[src/rtl/edulent_fetch_sequencer.sv]
// Instruction fetch sequencer: walks program memory using the decode-ROM flag vectors and
// issues opcode/operand/data to execute. Optional retired counter: EDULENT_FETCH_COUNT_EN.
module edulent_fetch_sequencer #(
  parameter int AW = 8
) (
  input  logic          clk,
  input  logic          rst_n,
  input  logic [255:0]  read_operand_rom,
  input  logic [255:0]  mov_with_address_rom,
  output logic          mem_rd,
  output logic [AW-1:0] mem_addr,
  input  logic [7:0]    mem_rdata,
  input  logic          mem_ready,
  input  logic          pc_load,
  input  logic [AW-1:0] pc_load_value,
  output logic [AW-1:0] pc,
  output logic          instr_valid,
  input  logic          instr_ready,
  output logic [7:0]    instr_opcode,
  output logic [7:0]    instr_operand,
  output logic [7:0]    instr_mem_data,
  output logic          instr_has_operand,
  output logic          instr_is_mov_addr,
  output logic [15:0]   instr_count
);

  typedef enum logic [1:0] {
    OPC   = 2'd0,
    ARG   = 2'd1,
    DATA  = 2'd2,
    ISSUE = 2'd3
  } state_t;

  state_t        state_r;
  state_t        state_s;
  state_t        seq_state_s;
  logic [AW-1:0] pc_r;
  logic [AW-1:0] pc_s;
  logic [AW-1:0] seq_pc_s;
  logic [AW-1:0] addr_r;
  logic [AW-1:0] addr_s;
  logic          rd_r;
  logic          rd_s;
  logic          valid_r;
  logic          valid_s;
  logic [7:0]    opcode_r;
  logic [7:0]    opcode_s;
  logic [7:0]    operand_r;
  logic [7:0]    operand_s;
  logic [7:0]    data_r;
  logic [7:0]    data_s;
  logic          has_op_r;
  logic          has_op_s;
  logic          mov_r;
  logic          mov_s;
  logic          fire_s;

  // A read completes only while a request is outstanding; a redirect discards it
  assign fire_s = rd_r & mem_ready & ~pc_load;

  // Sequencing rules per state, before the redirect override
  always_comb begin
    seq_state_s = state_r;
    seq_pc_s    = pc_r;
    opcode_s    = opcode_r;
    operand_s   = operand_r;
    data_s      = data_r;
    has_op_s    = has_op_r;
    mov_s       = mov_r;
    case (state_r)
      OPC: begin
        if (fire_s) begin
          opcode_s    = mem_rdata;
          operand_s   = 8'h00;
          data_s      = 8'h00;
          has_op_s    = read_operand_rom[mem_rdata];
          mov_s       = mov_with_address_rom[mem_rdata];
          seq_pc_s    = pc_r + AW'(1'b1);
          seq_state_s = read_operand_rom[mem_rdata] ? ARG : ISSUE;
        end else begin
          seq_state_s = OPC;
        end
      end
      ARG: begin
        if (fire_s) begin
          operand_s   = mem_rdata;
          seq_pc_s    = pc_r + AW'(1'b1);
          seq_state_s = mov_with_address_rom[opcode_r] ? DATA : ISSUE;
        end else begin
          seq_state_s = ARG;
        end
      end
      DATA: begin
        if (fire_s) begin
          data_s      = mem_rdata;
          seq_state_s = ISSUE;
        end else begin
          seq_state_s = DATA;
        end
      end
      ISSUE: begin
        if (instr_ready) begin
          seq_state_s = OPC;
        end else begin
          seq_state_s = ISSUE;
        end
      end
      default: begin
        seq_state_s = OPC;
      end
    endcase
  end

  assign state_s = pc_load ? OPC : seq_state_s;
  assign pc_s    = pc_load ? pc_load_value : seq_pc_s;

  // Bus request and valid are computed from the next state so they leave the flops directly
  always_comb begin
    rd_s    = 1'b0;
    valid_s = 1'b0;
    addr_s  = pc_s;
    case (state_s)
      OPC, ARG: begin
        rd_s   = 1'b1;
        addr_s = pc_s;
      end
      DATA: begin
        rd_s   = 1'b1;
        addr_s = AW'(operand_s);
      end
      ISSUE: begin
        valid_s = 1'b1;
        addr_s  = pc_s;
      end
      default: begin
        rd_s   = 1'b0;
        addr_s = pc_s;
      end
    endcase
  end

  // State, PC, bus request and instruction registers
  always_ff @(posedge clk or negedge rst_n) begin
    if (!rst_n) begin
      state_r   <= OPC;
      pc_r      <= '0;
      addr_r    <= '0;
      rd_r      <= 1'b0;
      valid_r   <= 1'b0;
      opcode_r  <= 8'h00;
      operand_r <= 8'h00;
      data_r    <= 8'h00;
      has_op_r  <= 1'b0;
      mov_r     <= 1'b0;
    end else begin
      state_r   <= state_s;
      pc_r      <= pc_s;
      addr_r    <= addr_s;
      rd_r      <= rd_s;
      valid_r   <= valid_s;
      opcode_r  <= opcode_s;
      operand_r <= operand_s;
      data_r    <= data_s;
      has_op_r  <= has_op_s;
      mov_r     <= mov_s;
    end
  end

`ifdef EDULENT_FETCH_COUNT_EN
  logic [15:0] count_r;
  logic        retire_s;

  // A redirect in the accepting cycle still retires the instruction
  assign retire_s = (state_r == ISSUE) & instr_ready;

  // Wrapping retired-instruction counter
  always_ff @(posedge clk or negedge rst_n) begin
    if (!rst_n) begin
      count_r <= 16'h0000;
    end else if (retire_s) begin
      count_r <= count_r + 16'h0001;
    end else begin
      count_r <= count_r;
    end
  end

  assign instr_count = count_r;
`else
  assign instr_count = 16'h0000;
`endif

  assign mem_rd            = rd_r;
  assign mem_addr          = addr_r;
  assign pc                = pc_r;
  assign instr_valid       = valid_r;
  assign instr_opcode      = opcode_r;
  assign instr_operand     = operand_r;
  assign instr_mem_data    = data_r;
  assign instr_has_operand = has_op_r;
  assign instr_is_mov_addr = mov_r;

endmodule

[config.mk]
export PLATFORM = sky130hd
export DESIGN_NAME = edulent_fetch_sequencer
export DESIGN_NICKNAME = d
export VERILOG_FILES = /design/src/rtl/edulent_fetch_sequencer.sv
export SDC_FILE = /design/constraint.sdc
export NUM_CORES = 1
export LEC_CHECK = 0
export ABC_AREA = 1
export CAP_MARGIN = 15
export CORE_AREA = 2 2 233 235
export DETAILED_ROUTE_END_ITERATION = 8
export DIE_AREA = 0 0 235 237
export PLACE_DENSITY = 0.55
export SKIP_CTS_REPAIR_TIMING = 1
export SYNTH_ARGS = -nofsm -noshare
export SYNTH_HDL_FRONTEND = slang
export SYNTH_SLANG_ARGS = --single-unit
[constraint.sdc]
create_clock -name clk -period 1.76 [get_ports clk]
set_input_delay 0.176 -clock clk [delete_from_list [all_inputs] [get_ports clk]]
set_output_delay 0.176 -clock clk [all_outputs]
set_load 0.02 [all_outputs]
==> metrics.md, run 1 <==
| Metric | Value |
|---|---|
| Sequential area share after synthesis | `0.120` |
| Die Height | `237 um` |
| Dpl cells | `3148` |
| Post-synth EDFFs | `0` |
| Failing checks | `setup timing` |
| CP Launch Point | `instr_opcode[0]` |
| Period utilisation layout | `1.36` |
| Simple logic cell fraction of the synthesized area | `0.620` |
| Slew Viols, Final | `0` |
| R2R depth | `18` |
| Synth-to-Final Area Change | `100%` |
| Grt total ovfl | `0` |
| Final non-filler cell total | `3221` |
| Syn avg cell area | `5.07 um2` |
| Worst Setup End Kind | `flip-flop` |
| Compound-Gate Fraction of Synth Area | `0.134` |
| First-pass DRT Iterations | `6` |
| First-pass GRT wire length | `96.0 mm` |
| DR vias/cell | `5.10` |
| Distinct cell type count after synthesis | `31` |
| Post-layout util | `0.361` |
| Pre-CTS setup slack | `-0.851 ns` |
| Vias in the first global route | `15313` |
| Most frequent cells in the layout | `637 x nand2_1, 561 x clkdlybuf4s50_1, 435 x nand3_1` |
| Post-synthesis mux area share | `0` |
| Final Critical Period | `2.39 ns` |
| Layout Nets | `3050` |
| P per Cell Area | `905 mW/mm2` |
| Worst setup margin | `-0.633 ns` |
| Startpoint Class | `flip-flop` |
| CTS H-tree depth | `2` |
| Top FF cell, synth | `dfrtp_1` |
| Final hold viol count | `0` |
| Total track usage | `0.223` |
| Layout cell share with drive strength beyond 1 | `0.163` |
| Number of fillers in the final layout | `5682` |
| Initial core utilization | `0.180` |
| Worst-Skew Late Latency | `0.30 ns` |
| RSZ-0062 raised after global routing | `yes` |
| Crit Path Class | `flip-flop to flip-flop` |
| CP arrival | `2.58 ns` |
| WL/cell | `22.6 um` |
| Largest family of logic cells by synthesized area | `simple AND/OR/NAND/NOR gates` |
| Path category of the worst min-delay check | `input pin to async pin` |
| CORE AREA | `0.0533 mm2` |
| Rows | `85` |
| Routed vias | `16429` |
| Hold WS | `0.349 ns` |
| First DRT Iteration DRCs | `1486` |
| Total of max-cap violations | `0` |
| GP Congestion | `0.963` |
| DIE AREA | `0.0557 mm2` |
| WL final | `72.7 mm` |
| Pleak | `8.27 nW` |
| R2r endpoint | `mem_addr[1]` |
| ANT nets after route | `0` |
| Root buffer cell | `clkbuf_16` |
| Largest net degree at the start of global routing | `106` |
| Mapped cell area | `0.00960 mm2` |
| Synth Instances | `1893` |
| Worst EP required | `1.95 ns` |
| F_max | `418 MHz` |
| Crit path max fanout | `8` |
| Die Width | `235 um` |
| Number of remaining DRC errors | `0` |
| Leading cell type in the layout, fill and taps excluded | `nand2_1` |
| CTS Buf Count | `5` |
| Setup Skew | `0.00718 ns` |
| Flops & latches, synth | `46` |
| FF-to-FF Start | `instr_opcode[0]` |
| Clock Path Buffers | `2` |
| Run status | `complete, but fails checks` |
| Ports | `593` |
| PortBufs | `576` |
| Setup slack, reg-to-reg | `-0.63 ns` |
| VDD IR max | `0.633 mV` |
| Synthesis Warnings | `0` |
| Xor and xnor fraction of the mapped netlist area | `0.00274` |
| Initial antenna violation count | `10` |
| Adder-cell share of the synthesized area | `0.00130` |
| Setup Viol. Count Final | `12` |
| CTS tree | `yes` |
| # clock sinks | `46` |
| Clk slew on worst S/H paths | `0.07 ns` |
| Post-DP HPWL | `52.6 mm` |
| Synth async-reset ratio | `1.00` |
==> cell families (layout without fill, tap and decap cells) <==
family / Yosys count / after routing
flops: 46 / 46
buf+inv: 216 / 825
compound gates: 239 / 239
xor+xnor: 3 / 3
other cells: 1 / 24
simple gates: 1387 / 1387
fa+ha+maj: 1 / 1
==> sequential cells by signal, indices dropped and copies added (netlist names) <==
register and cells:
instr_mem_data 8, mem_rd 1, instr_valid 1, instr_is_mov_addr 1, instr_operand 8, instr_opcode 8
state_r 2, instr_has_operand 1, pc 8, mem_addr 8
==> Yosys cell counts, types with 4 or more instances <==
cell type	n	area (um2)
inv_1	21	78.8
o21ai_0	156	781
buf_6	17	191
buf_4	34	255
buf_1	13	48.8
inv_2	4	15.0
o22ai_1	65	407
nand4_1	8	50.1
clkinv_1	4	15.0
nand2_1	683	2560
dfrtp_1	46	1150
o21ai_1	11	55.1
buf_2	81	405
clkbuf_1	41	154
nor2_1	140	526
nand3_1	550	2750
==> per-layer routing <==
metal / vias to the layer above / GRT usage / wire (um)
met2: 998 / 0.414 / 36500
met5: - / 0 / 41
met4: 6 / 0.0593 / 2640
li1: 7617 / - / -
met1: 7652 / 0.257 / 26800
met3: 156 / 0.0456 / 6650
==> report_power, final <==
part / internal (W) / leakage, nW / total (W) / switching [W]
Sequential: 0.00145 / 0.577 / 0.00182 / 0.000365
Combinational: 0.00657 / 7.62 / 0.0146 / 0.00798
Clock: 0.000545 / 0.0764 / 0.00102 / 0.000470
==> per-stage QoR <==
stage,power [W],TNS [ns],instance area [um2]
2_1_floorplan,0.00805,-1.62,9780
3_3_place_gp,0.0136,-10.80,16900
3_5_place_dp,0.0136,-11.47,16900
4_1_cts,0.0147,-10.25,17100
5_1_grt,0.0185,-8.00,19200
6_report,0.0174,-6.66,19200
==> final cells by class <==
class	count	area, um2	area share
antenna	8	20.0	0.00104
clock buffer	5	125	0.00651
inverter	30	161	0.00840
timing repair buffer	785	8670	0.451
multi-input combinational	1646	8160	0.425
timing repair inverter	2	20.0	0.00104
sequential	46	1160	0.0602
tap	696	871	0.0453
clock inverter	3	28.8	0.00150
==> worst max path at each step <==
| stage | endpoint | slack [ns] | cells after the start |
|---|---|---|---|
| after floorplan | instr_valid | -0.16 | 19 |
| after global placement | instr_valid | -0.80 | 19 |
| after detailed placement | instr_valid | -0.85 | 19 |
| after CTS | instr_valid | -0.85 | 19 |
| after global routing | mem_addr[1] | -0.74 | 18 |
| final | mem_addr[1] | -0.63 | 18 |
==> worst max-delay path, cell delays in order (launching register included) <==
cell,delay (ns)
dfrtp_4,0.57
clkinv_8,0.12
buf_12,0.14
buf_4,0.13
nand2_1,0.07
nand3_2,0.07
nand3_2,0.07
nand3_2,0.09
nand2_2,0.06
o21ai_2,0.14
nand2_1,0.07
nand3_1,0.08
nand3_2,0.08
nand2_2,0.08
nand2_2,0.06
nand2_4,0.10
nand3_4,0.15
nand2_2,0.12
nand2_2,0.05
(Power assumes the default switching activity.)
==> run 2, diff against run 1 <==
CTS_CLUSTER_SIZE = 30   (was default)
==> results of run 2 <==
Final layout, timing and power as in run 1 (identical DEF).
